<file path="src/rtl/vga_pkg.sv">
// Shared VGA 640x480@60 timing constants, widths and colour values.
// Imported by the raster counter and the timing driver.
package vga_pkg;

    localparam int COORD_W = 10;
    localparam int RGB_W   = 12;

    typedef logic [COORD_W-1:0] coord_t;
    typedef logic [RGB_W-1:0]   rgb_t;

    localparam coord_t H_SYNC  = 10'd96;
    localparam coord_t H_BACK  = 10'd48;
    localparam coord_t H_DISP  = 10'd640;
    localparam coord_t H_FRONT = 10'd16;
    localparam coord_t H_TOTAL = H_SYNC + H_BACK + H_DISP + H_FRONT;

    localparam coord_t V_SYNC  = 10'd2;
    localparam coord_t V_BACK  = 10'd33;
    localparam coord_t V_DISP  = 10'd480;
    localparam coord_t V_FRONT = 10'd10;
    localparam coord_t V_TOTAL = V_SYNC + V_BACK + V_DISP + V_FRONT;

    localparam rgb_t WHITE = 12'hFFF;
    localparam rgb_t BLACK = 12'h000;
    localparam rgb_t RED   = 12'hF00;
    localparam rgb_t GREEN = 12'h0F0;
    localparam rgb_t BLUE  = 12'h00F;

endpackage

</file>
<file path="src/rtl/vga_axis_counter.sv">
// One raster axis: wrapping counter, registered active-low sync and
// active-window decode. Sync is loaded from the next count so it never skews.
module vga_axis_counter
    import vga_pkg::*;
#(
    parameter coord_t TOTAL   = H_TOTAL,
    parameter coord_t SYNC    = H_SYNC,
    parameter coord_t WIN_LO  = H_SYNC + H_BACK,
    parameter coord_t WIN_LEN = H_DISP
) (
    input  logic   clk_25,
    input  logic   rst,
    input  logic   en_i,
    output coord_t cnt_o,
    output logic   wrap_o,
    output logic   sync_n_o,
    output logic   win_o
);

    coord_t cnt_q, cnt_d;
    logic   sync_n_q, sync_n_d;

    assign wrap_o = en_i && (cnt_q == TOTAL - coord_t'(1));

    always_comb begin
        cnt_d = cnt_q;
        if (wrap_o) begin
            cnt_d = '0;
        end else if (en_i) begin
            cnt_d = cnt_q + coord_t'(1);
        end
        sync_n_d = !(cnt_d < SYNC);
    end

    always_ff @(posedge clk_25 or posedge rst) begin
        if (rst) begin
            cnt_q    <= '0;
            sync_n_q <= 1'b0;
        end else begin
            cnt_q    <= cnt_d;
            sync_n_q <= sync_n_d;
        end
    end

    assign cnt_o    = cnt_q;
    assign sync_n_o = sync_n_q;
    assign win_o    = (cnt_q >= WIN_LO) && (cnt_q < WIN_LO + WIN_LEN);

endmodule

</file>
<file path="src/rtl/vga_timing_driver.sv">
// VGA raster timing: requests pixels one cycle ahead of display and
// drives blanked RGB plus HSYNC/VSYNC to the connector.
module vga_timing_driver
    import vga_pkg::*;
#(
    parameter coord_t H_SYNC  = vga_pkg::H_SYNC,
    parameter coord_t H_BACK  = vga_pkg::H_BACK,
    parameter coord_t H_DISP  = vga_pkg::H_DISP,
    parameter coord_t H_FRONT = vga_pkg::H_FRONT,
    parameter coord_t V_SYNC  = vga_pkg::V_SYNC,
    parameter coord_t V_BACK  = vga_pkg::V_BACK,
    parameter coord_t V_DISP  = vga_pkg::V_DISP,
    parameter coord_t V_FRONT = vga_pkg::V_FRONT
) (
    input  logic               clk_25,
    input  logic               rst,
    input  logic [RGB_W-1:0]   pixel_data,
    output logic [COORD_W-1:0] pixel_xpos,
    output logic [COORD_W-1:0] pixel_ypos,
    output logic               data_req,
    output logic               vga_hs,
    output logic               vga_vs,
    output logic [RGB_W-1:0]   vga_rgb,
    output logic               frame_start
);

    localparam coord_t HA    = H_SYNC + H_BACK;
    localparam coord_t VA    = V_SYNC + V_BACK;
    localparam coord_t H_TOT = HA + H_DISP + H_FRONT;
    localparam coord_t V_TOT = VA + V_DISP + V_FRONT;

    coord_t h_cnt, v_cnt;
    logic   h_wrap, v_wrap;
    logic   h_win, v_win;
    logic   h_req;
    logic   frame_start_q, frame_start_d;

    vga_axis_counter #(
        .TOTAL  (H_TOT),
        .SYNC   (H_SYNC),
        .WIN_LO (HA),
        .WIN_LEN(H_DISP)
    ) u_h_axis (
        .clk_25  (clk_25),
        .rst     (rst),
        .en_i    (1'b1),
        .cnt_o   (h_cnt),
        .wrap_o  (h_wrap),
        .sync_n_o(vga_hs),
        .win_o   (h_win)
    );

    vga_axis_counter #(
        .TOTAL  (V_TOT),
        .SYNC   (V_SYNC),
        .WIN_LO (VA),
        .WIN_LEN(V_DISP)
    ) u_v_axis (
        .clk_25  (clk_25),
        .rst     (rst),
        .en_i    (h_wrap),
        .cnt_o   (v_cnt),
        .wrap_o  (v_wrap),
        .sync_n_o(vga_vs),
        .win_o   (v_win)
    );

    // Request window leads the display window by one pixel (generator latency)
    assign h_req = (h_cnt >= HA - coord_t'(1))
                && (h_cnt < HA + H_DISP - coord_t'(1));

    assign data_req   = h_req && v_win;
    assign pixel_xpos = data_req ? h_cnt - (HA - coord_t'(1)) : '0;
    assign pixel_ypos = data_req ? v_cnt - VA : '0;
    assign vga_rgb    = (h_win && v_win) ? pixel_data : BLACK;

    assign frame_start_d = h_wrap && v_wrap;

    always_ff @(posedge clk_25 or posedge rst) begin
        if (rst) begin
            frame_start_q <= 1'b0;
        end else begin
            frame_start_q <= frame_start_d;
        end
    end

    assign frame_start = frame_start_q;

endmodule

</file>
<file path="config.mk">
export PLATFORM = sky130hd
export DESIGN_NAME = vga_timing_driver
export DESIGN_NICKNAME = d
export VERILOG_FILES = /design/src/rtl/vga_pkg.sv /design/src/rtl/vga_axis_counter.sv /design/src/rtl/vga_timing_driver.sv
export SDC_FILE = /design/constraint.sdc
export NUM_CORES = 1
export LEC_CHECK = 0
export BUFFER_PORTS_ARGS = -buffer_cell sky130_fd_sc_hd__clkbuf_2
export CORE_MARGIN = 2
export CORE_UTILIZATION = 50
export CTS_BUF_LIST = sky130_fd_sc_hd__clkbuf_8
export DETAILED_ROUTE_END_ITERATION = 10
export PLACE_DENSITY_LB_ADDON = 0.12
export SLEW_MARGIN = 25
export SYNTH_ARGS = -nofsm -noshare
export SYNTH_HDL_FRONTEND = slang
export SYNTH_SLANG_ARGS = --single-unit
export TNS_END_PERCENT = 100
</file>
<file path="constraint.sdc">
create_clock -name clk_25 -period 2.15 [get_ports clk_25]
set_clock_uncertainty 0.15 [all_clocks]
set_input_delay 0.215 -clock clk_25 [delete_from_list [all_inputs] [get_ports clk_25]]
set_output_delay 0.215 -clock clk_25 [all_outputs]
set_load 0.02 [all_outputs]
</file>
-- After elaboration in Yosys (flattened, before gate mapping)
Cells that the tools add are included.
- order comparisons: 8
- add/sub/neg operators: 4
- reduce and logical (&&, ||, !) cells: 9
- eq/ne operators: 2
- mux-type cells: 6
- operators by type and width (kind ; count):
    2-to-1 mux 10 bit ; 5
    less-than comparator 10 bit, second input constant ; 3
    adder 10 x 1 -> 10 bit, second input constant ; 2
    equality test 10 bit, second input constant ; 2
    greater-or-equal comparator 10 x 8 -> 1 bit, second input constant ; 2
    2-to-1 mux 12 bit ; 1
    greater-or-equal comparator 10 x 6 -> 1 bit, second input constant ; 1
    less-than comparator 10 x 2 -> 1 bit, second input constant ; 1
    less-than comparator 10 x 7 -> 1 bit, second input constant ; 1
    subtractor 10 x 6 -> 10 bit, second input constant ; 1
    subtractor 10 x 8 -> 10 bit, second input constant ; 1
    logical AND 1 bit ; 7
    zero test 1 bit ; 2
- flip-flop bits (word level): 23
- logic and storage cells: 34
- output and inout port bits: 36

-- Depth between registers and ports, before layout
Gate-level depths: netlist of run 1.
- depth in word-level cells: 5
- mapped depth: 8

-- Cells and area by module
A second synthesis of run 1 with hierarchy kept.
- cell total of the unflattened synthesis: 226
- area total of the unflattened synthesis: 2005.7 um^2
- modules (own cells, without submodules) (module ; area an instance (um^2) ; seq. area each (um^2) ; cells an instance ; instances):
    vga_axis_counter (u_v_axis) ; 705.7 ; 275.3 ; 74 ; 1
    vga_axis_counter (u_h_axis) ; 688.2 ; 275.3 ; 70 ; 1
    vga_timing_driver ; 611.8 ; 25.0 ; 82 ; 1

-- Worst setup path before layout of run 1
OpenSTA, ideal clock, no wires.
- path kind: register to output
- from: reg u_v_axis.cnt_q[0] (netlist: u_v_axis.cnt_o[0])
- to: out pixel_ypos[5]
- slack: -325 ps
- cell stages (with the launch flop): 9
- arrival time: 2110 ps
- path through: dfrtp_1 > ha_1 > clkbuf_1 > o41ai_1 > a21oi_1 > a21oi_1 > nand3b_1 > buf_4 > nor3_1
- word-level cells in the longest chain between the ends: 4
- elaborated cells on any way between the ends: 6
- RTL lines (what ; RTL line ; source):
    start, declared ; vga_axis_counter.sv:20 ; coord_t cnt_q, cnt_d;
    start signal, assigned ; vga_axis_counter.sv:40 ; cnt_q <= cnt_d;
    greater-or-equal comparator 10 x 6 -> 1 bit / less-than comparator 10 bit (equally long branches) ; vga_axis_counter.sv:47 ; assign win_o = (cnt_q >= WIN_LO) && (cnt_q < WIN_LO + WIN_LEN);
    logical AND 1 bit ; vga_axis_counter.sv:47 ;
    logical AND 1 bit ; vga_timing_driver.sv:72 ; assign data_req = h_req && v_win;
    2-to-1 mux 10 bit (*) ; vga_timing_driver.sv:74 ; assign pixel_ypos = data_req ? v_cnt - VA : '0;
    end, declared ; vga_timing_driver.sv:19 ; output logic [COORD_W-1:0] pixel_ypos,
Every way passes the cells marked *; elsewhere a longest branch is shown, timed or not.

-- Worst setup path in the final report of run 1
- from: reg u_v_axis.cnt_q[0] (netlist: u_v_axis.cnt_o[0])
- to: out pixel_xpos[8]
- word-level cells in the longest chain between the ends: 4
- elaborated cells on any way between the ends: 5
- RTL lines (what ; RTL line ; source):
    greater-or-equal comparator 10 x 6 -> 1 bit / less-than comparator 10 bit (equally long branches) ; vga_axis_counter.sv:47 ;
    logical AND 1 bit (*) ; vga_axis_counter.sv:47 ;
    logical AND 1 bit (*) ; vga_timing_driver.sv:72 ;
    2-to-1 mux 10 bit (*) ; vga_timing_driver.sv:73 ; assign pixel_xpos = data_req ? h_cnt - (HA - coord_t'(1)) : '0;
    end, declared ; vga_timing_driver.sv:18 ; output logic [COORD_W-1:0] pixel_xpos,
Marks and branches as above.

==> results of run 1 <==
==> stage by stage <==
stage	hold WS, ns	total power, W	TNS, ns	cell area (sq um)
after floorplan	0.0669	0.000447	-0.563	2070
after global placement	0.100	0.000462	-0.0321	2490
after detailed placement	0.111	0.000462	-0.207	2490
after CTS	0.362	0.000734	-8.92	2950
after global routing	0.398	0.000763	-15.06	3120
final	0.360	0.000731	-12.79	3120
==> synthesized netlist by cell type (2+ instances only) <==
library cell,count,share of area
nand2b_1,2,0.0065
o31ai_1,4,0.016
nor2_1,39,0.076
nor4_1,5,0.016
a31oi_1,2,0.0065
nand2_1,18,0.035
and3_1,2,0.0065
a211oi_1,2,0.0078
nand3_1,8,0.021
buf_6,10,0.059
xnor2_1,13,0.059
buf_2,2,0.0052
nand4b_1,2,0.0091
o21ai_0,14,0.037
dfrtp_1,23,0.30
or3_1,3,0.0098
nor3_1,6,0.016
ha_1,4,0.026
a21oi_1,6,0.016
clkbuf_1,6,0.012
and2_1,14,0.046
buf_4,2,0.0078
inv_1,11,0.022
xor2_1,9,0.041
or3_4,2,0.012
nand4_1,6,0.020
==> per-layer routing <==
layer / up-vias / track usage / routed length [um]
met4: 0 / 0.128 / 373
met2: 176 / 0.495 / 3520
li1: 974 / - / -
met3: 41 / 0.0579 / 693
met1: 1041 / 0.347 / 2560
met5: - / 0 / 0
==> flip-flops by register name (all words and copies together), names as in the netlist <==
| register | flops |
|---|---|
| u_v_axis.sync_n_o | 1 |
| frame_start | 1 |
| u_h_axis.sync_n_o | 1 |
| u_v_axis.cnt_o | 10 |
| u_h_axis.cnt_o | 10 |
==> cell usage in the layout, fill, tap and decap left out, types with 3 or more instances in the layout <==
master    count
buf_8        14
and2_2       10
nor3_1        3
and2_1        4
dfrtp_1      22
ha_1          3
clkbuf_8     18
buf_6         7
o31ai_1       4
inv_1        10
nor2_4       15
buf_4        42
o21ai_0      11
nand4_1       6
xor2_1        9
nor2_1       21
nand2_1      17
clkbuf_2     16
nand3_1       8
xnor2_1      13
nor2_2        3
a21oi_1       3
or3_4         4
==> final timing paths <==
kind,startpoint,endpoint
setup / recovery,u_v_axis.cnt_o[0]$_DFFE_PP0P_,pixel_xpos[8]
hold reg to reg,u_h_axis.cnt_o[0]$_DFF_PP0_,u_h_axis.cnt_o[0]$_DFF_PP0_
min in group clk_25,u_h_axis.cnt_o[0]$_DFF_PP0_,u_h_axis.cnt_o[0]$_DFF_PP0_
max in group asynchronous,rst,u_v_axis.cnt_o[3]$_DFF_PP0_
hold / removal,rst,u_v_axis.sync_n_o$_DFF_PP0_
setup reg to reg,u_v_axis.cnt_o[1]$_DFF_PP0_,u_v_axis.sync_n_o$_DFF_PP0_
==> power breakdown <==
group          internal, W  switching (W)
Sequential        0.000432              0
Combinational    0.0000109      0.0000119
Clock             0.000130       0.000147
==> what timing repair did <==
item                       4_1_cts  5_1_grt
setup buffers                    4        4
hold endpoints to repair        23        0
setup endpoints to repair       33       40
hold buffers                     1        0
gates resized for setup         70       42
pin swaps                        4       16
gates cloned                     2        1
==> final cells by class <==
| class | instances | area, sq um | area share |
|---|---|---|---|
| clock buffer | 3 | 41.3 | 0.0132 |
| clock inverter | 1 | 5.00 | 0.00160 |
| inverter | 11 | 43.8 | 0.0140 |
| multi-input combinational | 182 | 1390 | 0.446 |
| sequential | 23 | 577 | 0.185 |
| tap | 48 | 60.1 | 0.0192 |
| timing repair buffer | 99 | 1000 | 0.321 |
==> worst max-delay path, delay by kind of cell (launching register included) <==
kind	cells	cell delay (ns)
AO/OA/AOI/OAI	3	0.62
adder cells (fa/ha/maj)	1	0.21
buffers and inverters	3	0.46
flip-flops	1	0.42
AND/OR/NAND/NOR	2	0.25
==> logic make-up (layout without fill, tap and decap cells) <==
group,Yosys count,in the layout,share of synthesized area
xor+xnor,23,23,0.109
buf+inv,33,114,0.111
simple gates,115,115,0.308
fa+ha+maj,4,4,0.0261
mux,1,1,0.00587
compound gates,39,39,0.140
flops,23,23,0.300
==> key figures, run 1 <==
Status
  • Status: finished with violations
  • Failing checks: negative setup slack

Place
  • DP HPWL: 3.68 mm
  • Cell total after placement: 351
  • Port Buffers: 49
  • Gpl congestion: 0.918
  • Setup WS pre-CTS: -0.0565 ns

STA
  • Setup WS post-layout: -0.457 ns
  • Fmax: 384 MHz
  • Final setup fails: 35
  • Final Hold Viols: 0
  • RSZ-0062 raised after global routing: yes
  • Final count of pins violating max slew: 0
  • Final period utilization: 1.21
  • Final worst path period need: 2.61 ns
  • Slew at the pin with the worst max-slew slack: 0.441 ns
  • Max_slew headroom: 0.706

Global route
  • Vias in the first global route: 2062
  • Total global-route track usage: 0.288
  • Global-route wire length before repair: 9.51 mm
  • Final global-route overflow total: 0
  • Initial antenna violation count: 0
  • Pin count of the biggest net entering global routing: 24

Worst setup path
  • CP max stage delay: 0.42 ns
  • Worst setup EP type: primary output
  • Critical path arrival: 2.24 ns
  • Register-to-Register Path Depth: 8
  • Crit-path cells: ha_4 > o41ai_4 > a21oi_2 > a21oi_2 > nand3b_1 > buf_6 > clkbuf_16 > nor2_4 > buf_8
  • CP Max Fanout: 5
  • Reg2Reg Setup Slack: -0.01 ns
  • Slowest cell on crit path: dfrtp_1
  • Critical Path RT: 1.78 ns
  • CP Launch Type: flip-flop
  • Worst setup path category: flip-flop to primary output
  • Crit path top cell by count: a21oi_2

Layout
  • Layout cells sized above 1: 0.498
  • Non-Filler Instances: 367
  • Final core occ: 0.846
  • Area Overhead vs Synth: 62.6%
  • ANT cells: 0
  • Final nets: 338
  • # fillers: 191

Hold path
  • Worst hold path type: primary input to asynchronous set/reset pin

Synthesis
  • Number of distinct library cells after synthesis: 49
  • Ys Warns: 0
  • Avg Inst Size Synth: 8.06 sq um
  • Cell Area, Synth: 0.00192 sq mm
  • Cells after Synth: 238
  • Yosys reg bits: 23
  • Post-synth EDFFs: 0
  • Post-synth ARST share: 1.00
  • Sequential fraction of the synthesis area: 0.300
  • Synth Flop Type: dfrtp_1
  • Post-Syn Nets: 256

Pwr
  • Leakage power: 1.39 nW
  • Pwr dens: 234 mW/mm^2
  • Worst IR drop on VDD: 0.288 mV

Clock tree
  • H-Tree Depth: 1
  • Clk pin slew, worst setup/hold paths: 0.09 ns
  • CTS tree: built
  • Inserted Clock Buffers: 3
  • Worst-skew pair later-pin latency: 0.27 ns
  • CTS Root Cell: clkbuf_8
  • Clock sinks: 23
  • Deepest clock path buffer count: 2

Job
  • Maxcap violations: 0

Die
  • Row cnt: 22
  • Die W: 66.0 um
  • Initial core utilization: 0.520
  • DIE HEIGHT: 66.0 um
  • I/O pins: 50
  • Total Die Area: 0.00435 sq mm
  • Core Region: 0.00369 sq mm

Drt
  • Post-route ant nets: 0
  • WL final: 7.15 mm
  • Via/cell ratio: 6.08
  • DR vias: 2232
  • Wire length per cell: 19.5 um
  • 1st-iter DRT viols: 236
  • Residual DRC count: 0
  • Drt pass-1 iters: 5
Power figures use the tool's default switching activity.
==> inputs of run 2 (changes only) <==
--- a/config.mk
+++ b/config.mk
@@ -5,14 +5,17 @@
 export SDC_FILE = /design/constraint.sdc
 export NUM_CORES = 1
 export LEC_CHECK = 0
+export ABC_CLOCK_PERIOD_IN_PS = 2150
 export BUFFER_PORTS_ARGS = -buffer_cell sky130_fd_sc_hd__clkbuf_2
 export CORE_MARGIN = 2
 export CORE_UTILIZATION = 50
 export CTS_BUF_LIST = sky130_fd_sc_hd__clkbuf_8
 export DETAILED_ROUTE_END_ITERATION = 10
 export PLACE_DENSITY_LB_ADDON = 0.12
+export SKIP_CTS_REPAIR_TIMING = 1
 export SLEW_MARGIN = 25
 export SYNTH_ARGS = -nofsm -noshare
 export SYNTH_HDL_FRONTEND = slang
+export SYNTH_HIERARCHICAL = 1
 export SYNTH_SLANG_ARGS = --single-unit
 export TNS_END_PERCENT = 100
==> run 2 against run 1 <==
Compared with the run above: design area is 1.2% higher; highest routed layer unchanged; register-to-register slack lost 0.39 ns; critical path depth down 2; combinational power rose to 34 times the previous value; the flow still finishes with violations (negative setup slack).
==> key figures, run 2 <==
Layout
  • Non-Filler Instances: 381
  • # fillers: 267
  • Final Cell Area: 0.00316 sq mm
  • Most frequent cells in the layout: buf_4 (60), clkbuf_2 (23), buf_6 (20), dfrtp_1 (20)
  • Final nets: 352
  • Most common cell after layout, fill and taps aside: buf_4
  • Layout cells sized above 1: 0.498
  • ANT cells: 0
  • Area Overhead vs Synth: 57.6%

Clock tree
  • Inserted Clock Buffers: 3
  • CTS Root Cell: clkbuf_8
  • Clock sinks: 23
  • Worst-skew pair later-pin latency: 0.27 ns
  • H-Tree Depth: 1
  • Deepest clock path buffer count: 2
  • CTS tree: built
  • Clk pin slew, worst setup/hold paths: 0.08 ns

Job
  • Maxcap violations: 0

Global route
  • Global-route wire length before repair: 8.02 mm
  • Vias in the first global route: 1802
  • Pin count of the biggest net entering global routing: 18
  • Total global-route track usage: 0.237
  • Initial antenna violation count: 0
  • Final global-route overflow total: 0

STA
  • RSZ-0062 raised after global routing: yes
  • Final Hold Viols: 0
  • Final period utilization: 1.22
  • Fmax: 382 MHz
  • Final setup fails: 34
  • Fin Setup TNS: -12.30 ns
  • Setup WS post-layout: -0.467 ns
  • Hold slack: 0.182 ns
  • Final worst path period need: 2.62 ns
  • Final count of pins violating max slew: 0

Drt
  • 1st-iter DRT viols: 108
  • Post-route ant nets: 0
  • Wire length per cell: 14.7 um
  • DR vias: 2053
  • Drt pass-1 iters: 5
  • WL final: 5.59 mm
  • Residual DRC count: 0
  • Via/cell ratio: 5.39

Synthesis
  • Avg Inst Size Synth: 8.87 sq um
  • Most common cell in the synthesized netlist: nor2_1
  • Main area contributors after synthesis: dfrtp_1 (29%), xnor2_1 (8.3%), and3_1 (5.0%)
  • Share of the synthesized area in the top cell type: 0.287
  • Number of distinct library cells after synthesis: 57
  • Largest area contributor in the netlist: dfrtp_1
  • Cells after Synth: 226
  • Cell Area, Synth: 0.00201 sq mm
  • Post-synth ARST share: 1.00
  • Post-synth EDFFs: 0
  • Sequential fraction of the synthesis area: 0.287
  • Most frequent cells after synthesis: nor2_1 (25), dfrtp_1 (23), xnor2_1 (19)
  • Ys Warns: 6
  • Yosys reg bits: 23
  • Synth Flop Type: dfrtp_1

Die
  • I/O pins: 50
  • DIE HEIGHT: 67.3 um
  • Die W: 67.3 um
  • Initial core utilization: 0.509
  • Row cnt: 23
  • Total Die Area: 0.00453 sq mm
  • Core Region: 0.00394 sq mm

Place
  • Post-DP Area: 0.00280 sq mm
  • Gpl congestion: 0.879
  • Port Buffers: 49
  • Cell total after placement: 369
  • DP HPWL: 3.86 mm

Worst setup path
  • CP Max Fanout: 8
  • Slowest cell on crit path: dfrtp_2
  • Crit-path cells: ha_4 > a311o_2 > o21a_4 > o311ai_4 > clkbuf_16 > nor2_4 > buf_6
  • Critical path arrival: 2.25 ns
  • Worst setup EP type: primary output
  • CP max stage delay: 0.44 ns
  • CP Buf/Inv Count: 2
  • CP Launch Type: flip-flop
  • Worst setup path category: flip-flop to primary output
  • Delay-heaviest family, CP: compound AO/OA/AOI/OAI gates
  • Critical Path RT: 1.78 ns

Pwr
  • Pwr dens: 504 mW/mm^2
  • Leakage power: 1.51 nW
  • Worst IR drop on VDD: 0.656 mV

Status
  • Status: finished with violations
  • Failing checks: negative setup slack

Hold path
  • Worst hold path type: primary input to asynchronous set/reset pin
run 2: cell count changes in the layout (fill, tap and decap cells not counted), moves of 5 or more:
cell      before  now
conb_1         0    7
clkbuf_2      16   23
buf_8         14    0
and2_2        10    0
clkbuf_8      18    3
nor2_1        21    8
and3_1         2   16
buf_6          7   20
xnor2_1       13   18
o21ai_0       11    3
buf_4         42   60
run 2: final cells by class:
cell class | count | area [sq um] | share of cell area
multi-input combinational | 183 | 1570 | 0.495
timing repair buffer | 107 | 851 | 0.269
sequential | 23 | 579 | 0.183
tap | 50 | 62.6 | 0.0198
inverter | 14 | 57.6 | 0.0182
clock buffer | 3 | 41.3 | 0.0131
clock inverter | 1 | 3.75 | 0.00119
run 2: cells by family after synthesis:
| group | after synthesis | synth area share |
|---|---|---|
| buf+inv | 26 | 0.0705 |
| other cells | 1 | 0.00187 |
| xor+xnor | 27 | 0.118 |
| flops | 23 | 0.287 |
| fa+ha+maj | 6 | 0.0374 |
| mux | 4 | 0.0200 |
| simple gates | 105 | 0.308 |
| compound gates | 34 | 0.157 |
run 2: report_power, final:
group	leakage, nW	total [W]	switching (W)	internal, W
combinational	1.20	0.000782	0.000412	0.000370
clock	0.0269	0.000261	0.000134	0.000128
sequential	0.292	0.000550	0.0000593	0.000491
run 2: per-stage QoR:
stage / total power (W) / utilization / setup WS [ns]
after floorplan: 0.00101 / - / -0.482
after global placement: 0.00124 / 0.711 / -0.314
after detailed placement: 0.00126 / 0.711 / -0.342
after CTS: 0.00152 / 0.722 / -0.550
after global routing: 0.00171 / 0.802 / -0.519
final: 0.00159 / 0.802 / -0.467
run 2: worst reg2reg max path, stage by stage, from the launching register on:
cell,delay (ns)
dfrtp_2,0.42
buf_4,0.12
ha_2,0.16
and4_4,0.23
and4_4,0.25
and3_4,0.19
and3_4,0.20
mux2i_1,0.18
a31oi_1,0.09
or4_1,0.46
run 2: worst paths after layout:
path,slack (ns),end,startpoint,cells past startpoint
min in group clk_25,0.42,u_v_axis/cnt_o[5]$_DFF_PP0_,u_v_axis/cnt_o[5]$_DFF_PP0_,1
max in group asynchronous,1.17,u_v_axis/cnt_o[9]$_DFF_PP0_,rst,3
worst max-delay path,-0.47,pixel_ypos[1],u_h_axis/cnt_o[0]$_DFFE_PP0P_,7
worst min register to register,0.42,u_v_axis/cnt_o[5]$_DFF_PP0_,u_v_axis/cnt_o[5]$_DFF_PP0_,1
worst max register to register,-0.40,u_v_axis/sync_n_o$_DFF_PP0_,u_h_axis/cnt_o[0]$_DFFE_PP0P_,9
worst min-delay path,0.18,frame_start$_DFF_PP0_,rst,3
run 2: routing by layer:
metal  part of all wire  vias up  track usage
li1                   -     1004            -
met1               0.45      963        0.309
met2               0.48       76        0.385
met3              0.045       10       0.0367
met4              0.020        0        0.110
met5                  0        -            0
